### src/rtl/image_memory_arbiter.sv
// Round-robin arbiter sharing one image memory port between a single-beat CPU
// path and an incrementing, wrap-around DMA read burst engine.
module image_memory_arbiter #(
  parameter int AW        = 18,
  parameter int DW        = 8,
  parameter int MEM_DEPTH = 160000,
  parameter int MAX_BURST = 16,
  parameter int LW        = $clog2(MAX_BURST) + 1
) (
  input  logic          clk,
  input  logic          rst_n,
  input  logic          cpu_req,
  input  logic          cpu_we,
  input  logic [AW-1:0] cpu_a,
  input  logic [DW-1:0] cpu_wd,
  output logic          cpu_gnt,
  output logic          cpu_err,
  output logic          cpu_rvalid,
  output logic [DW-1:0] cpu_rd,
  input  logic          dma_req,
  input  logic [AW-1:0] dma_a,
  input  logic [LW-1:0] dma_len,
  output logic          dma_gnt,
  output logic          dma_rvalid,
  output logic [DW-1:0] dma_rd,
  output logic          dma_done,
  output logic          mem_we,
  output logic [AW-1:0] mem_a,
  output logic [DW-1:0] mem_wd,
  input  logic [DW-1:0] mem_rd
);

  // Handshake: a requester holds req and its qualifiers until it sees its
  // one-cycle gnt; a request still high in the cycle after gnt is a new one.
  typedef enum logic [1:0] {IDLE, CPU, BURST} state_t;

  state_t        state;
  logic          last_dma;
  logic [LW-1:0] beat_cnt;
  logic          cpu_is_read;
  logic          cpu_in_range;

  logic          cpu_in;
  logic          dma_pick;
  logic          cpu_pick;
  logic [AW-1:0] next_a;

  assign cpu_in   = (cpu_a < AW'(MEM_DEPTH));
  // On a tie the requester not served last wins.
  assign dma_pick = dma_req && (!cpu_req || !last_dma);
  assign cpu_pick = cpu_req && !dma_pick;
  assign next_a   = (mem_a == AW'(MEM_DEPTH - 1)) ? '0 : mem_a + 1'b1;

  assign cpu_rd = (cpu_rvalid && cpu_in_range) ? mem_rd : '0;
  assign dma_rd = dma_rvalid ? mem_rd : '0;

  always_ff @(posedge clk or negedge rst_n) begin
    if (!rst_n) begin
      state        <= IDLE;
      last_dma     <= 1'b1;
      beat_cnt     <= '0;
      cpu_is_read  <= 1'b0;
      cpu_in_range <= 1'b0;
      cpu_gnt      <= 1'b0;
      cpu_err      <= 1'b0;
      cpu_rvalid   <= 1'b0;
      dma_gnt      <= 1'b0;
      dma_rvalid   <= 1'b0;
      dma_done     <= 1'b0;
      mem_we       <= 1'b0;
      mem_a        <= '0;
      mem_wd       <= '0;
    end else begin
      cpu_gnt    <= 1'b0;
      cpu_err    <= 1'b0;
      cpu_rvalid <= 1'b0;
      dma_gnt    <= 1'b0;
      dma_rvalid <= 1'b0;
      dma_done   <= 1'b0;
      mem_we     <= 1'b0;
      case (state)
        IDLE: begin
          if (cpu_pick) begin
            state        <= CPU;
            mem_a        <= cpu_a;
            mem_wd       <= cpu_wd;
            mem_we       <= cpu_we & cpu_in;
            cpu_gnt      <= 1'b1;
            cpu_err      <= ~cpu_in;
            cpu_is_read  <= ~cpu_we;
            cpu_in_range <= cpu_in;
            last_dma     <= 1'b0;
          end else if (dma_pick) begin
            dma_gnt  <= 1'b1;
            last_dma <= 1'b1;
            // Zero-length burst completes immediately without touching memory.
            if (dma_len == '0) begin
              dma_done <= 1'b1;
            end else begin
              state    <= BURST;
              mem_a    <= dma_a;
              beat_cnt <= dma_len - 1'b1;
            end
          end
        end
        CPU: begin
          cpu_rvalid <= cpu_is_read;
          state      <= IDLE;
        end
        BURST: begin
          dma_rvalid <= 1'b1;
          if (beat_cnt == '0) begin
            dma_done <= 1'b1;
            state    <= IDLE;
          end else begin
            beat_cnt <= beat_cnt - 1'b1;
            mem_a    <= next_a;
          end
        end
        default: state <= IDLE;
      endcase
    end
  end

endmodule

### config.mk
export PLATFORM = sky130hd
export DESIGN_NAME = image_memory_arbiter
export DESIGN_NICKNAME = d
export VERILOG_FILES = /design/src/rtl/image_memory_arbiter.sv
export SDC_FILE = /design/constraint.sdc
export NUM_CORES = 1
export LEC_CHECK = 0
export CORE_AREA = 5 5 100 102
export DETAILED_ROUTE_END_ITERATION = 16
export DIE_AREA = 0 0 105 107
export MAX_ROUTING_LAYER = met4
export PLACE_DENSITY_LB_ADDON = 0.08
export SLEW_MARGIN = 20
export SYNTH_ARGS = -nofsm -noshare
export SYNTH_HDL_FRONTEND = slang
export SYNTH_SLANG_ARGS = --single-unit
### constraint.sdc
create_clock -name clk -period 2.6 [get_ports clk]
set_clock_uncertainty 0.15 [all_clocks]
set_input_delay 0.52 -clock clk [delete_from_list [all_inputs] [get_ports clk]]
set_output_delay 0.52 -clock clk [all_outputs]
set_load 0.02 [all_outputs]
==> impl_metrics.tcl <==
set metrics [dict create \
    syn_to_final_growth_pct 53.5 \
    dieArea_um2 11200 \
    place.gp.congestion 0.809 \
    drv_slew 0 \
    crit_end "cpu_rd[7]" \
    pin_count 111 \
    timing.rr.end "beat_cnt[4]" \
    ff2ff_path_depth 8 \
    netlist_instances 307 \
    clock_path_buffers 2 \
    power.leakage_nw 1.70 \
    setup_viol 0 \
    synth_area_um2 2630 \
    cts_tree "built" \
    fin_crit_ps 2420 \
    grt_max_degree 34 \
    worstSetupStartpointType "input pin" \
    crit_required_ps 1930 \
    synth_fa_ha_area_share_pct 0.953 \
    insertion_delay_ps 310 \
    path_max_fanout 2 \
    syn_area_per_cell_um2 8.55 \
    r2r_slack_ps 380 \
    io_buffers 110 \
    post-cts-setup-buffers 0 \
    dp_cells 532 \
    grt_pass1_wl_mm 14.2 \
    synthSimpleGateAreaFrac_pct 27.4 \
    yosysSeqAreaShare_pct 41.0 \
    fillers 901 \
    nets 493 \
    synth_top_family_by_area "simple AND/OR/NAND/NOR gates" \
    outcome "complete, no violations" \
    grt_usage_pct 15.8 \
    fin_util_pct 44.7 \
    rows 35 \
    syn_nets 371 \
    finalHoldViolCount 0 \
    wl_mm 8.78 \
    final_cells 541 \
    drive_above_1_share_pct 10.5 \
    setup.worst_path.start "mem_rd[7]" \
    start_util_pct 29.1 \
    max_slew_margin_pct 52.6 \
    synth_ff_type "dfrtp_1" \
    endpoint_kind "primary output" \
    min_path_type "reg -> reg" \
    drt_iter0_markers 77 \
    fmax_mhz 413 \
    ir_drop_mv 0.576 \
    synth-compound-area-share_pct 18.3 \
    synth-async-reset-ratio_pct 100 \
    whs_path_depth 2 \
    yosysTopAreaCell "dfrtp_1" \
    mostFrequentLayoutCell "clkdlybuf4s50_1" \
    synth.ff_latch_count 43 \
    ys_types 50 \
    power_mw 4.19 \
    drc 0 \
    synth_edf_count 0 \
    via_per_inst 5.09 \
    diodes 0 \
    power.density_nw_per_um2 1040 \
    cts.sinks 43 \
    cts-buffers-inserted 5 \
    grt_setup_unrepaired "no" \
    worstReg2RegStart "state[0]" \
    postRouteAntennaNets 0 \
    grt_antenna_before_repair 0 \
    ys_top_cells_by_area "dfrtp_1 40%, a21oi_1 6.3%, nand2_1 5.6%" \
    synth_xor_xnor_area_share_pct 0 \
    clock-root-buffer "clkbuf_8" \
    maxCapViolations 0 \
    layout_common_cells "109 x clkdlybuf4s50_1, 42 x dfrtp_1, 39 x nand2_1, 32 x a21oi_1, 17 x nand3_1" \
    worstPathArrival_ps 1750 \
    yosysWarnings 0 \
    grt_pass1_vias 2740 \
    cts-htree-levels 2 \
    worstMarginPinSlew_ps 711 \
    wl_per_cell_um 16.2 \
    synthMuxAreaShare_pct 7.38 \
    clk_pin_slew_ps 100 \
    criticalPathCategory "in -> out" \
    fp.coreArea_um2 9020 \
    dp_hpwl_mm 6.79 \
    die_h_um 107 \
    yosys.area.top_type_share_pct 40.0 \
    num_vias 2753 \
    grt-ovfl-total 0 \
    first_pass_iters 4 \
    min_period_over_period_pct 93.2 \
    dieWidth_um 105 \
]
worst max-delay path, cell delays in order:
cell             delay [ps]
clkdlybuf4s50_1         470
and3_1                  160
clkdlybuf4s50_1         600
layout make-up:
class | count | area [um^2] | area share [%]
multi-input cells | 236 | 1430 | 35.3
well taps | 111 | 139 | 3.44
inverters | 16 | 60.1 | 1.49
clock inverters | 3 | 23.8 | 0.590
clock buffers | 5 | 68.8 | 1.71
repair buffers | 127 | 1240 | 30.7
flip-flops and latches | 43 | 1080 | 26.7
cells in the mapped netlist, drive strengths merged (2+ instances only):
library cell,number
o21ai,10
or3,4
a31oi,3
nor3,16
or4,3
dfrtp,42
o32a,2
ha,2
mux2i,7
nand4b,2
and2,9
clkbuf,6
nand2b,5
o22a,3
mux2,11
inv,16
nand4,4
and3,14
a21o,3
nand3,17
nor4,3
a211oi,4
nor2,16
o22ai,10
a21oi,33
and4,2
buf,6
nand2,41
flip-flops by register name, summed over array words and instances, names as in the netlist:
name and cells:
mem_a 18, mem_wd 8, beat_cnt 5, state 2, cpu_err 1, cpu_gnt 1
cpu_in_range 1, cpu_is_read 1, cpu_rvalid 1, dma_done 1, dma_gnt 1, dma_rvalid 1
last_dma 1, mem_we 1
power by group:
group	leakage (nW)	internal, mW	switching (mW)
Combinational	1.14	1.10	1.30
Clock	0.0408	0.193	0.273
Sequential	0.525	0.972	0.356
Total	1.70	2.26	1.93
timing repair:
item                                    in CTS  in global routing
hold endpoints to repair                    12                  0
endpoints found under the setup margin       0                  0
hold buffers                                 1                  0
gates resized for setup                      0                  0
metal layers:
metal,GRT usage (%),part of all wire (%),wire [um]
met1,20.3,47,4140
met2,25.5,46,4050
met5,-,0,0
met3,3.13,5.2,454
met4,4.29,1.4,127
cells by family after synthesis:
logic type                 Yosys count
and+or+nand+nor                    139
AOI/OAI and AO/OA                   77
DFF                                 43
buffers and inverters               28
muxes                               18
adders and majority gates            2
how the worst min path moves through the flow:
stage                    from     endpoint
global route        mem_wd[5]    mem_wd[5]
floorplan               rst_n  beat_cnt[0]
CTS                 mem_wd[5]    mem_wd[5]
global placement        rst_n     mem_a[1]
detailed placement      rst_n     mem_a[4]
finish              mem_wd[5]    mem_wd[5]
per-stage QoR:
stage | setup WS [ps] | instance area [um^2] | setup TNS, ps | hold slack (ps)
detailed placement | -0.539 | 3930 | -0.539 | 296
finish | 178 | 4030 | 0 | 330
floorplan | 474 | 2630 | 0 | 74.4
CTS | 165 | 4030 | 0 | 336
global route | 134 | 4030 | 0 | 362
global placement | 38.3 | 3930 | 0 | 295
No activity file was read; power rests on OpenSTA's default activity.
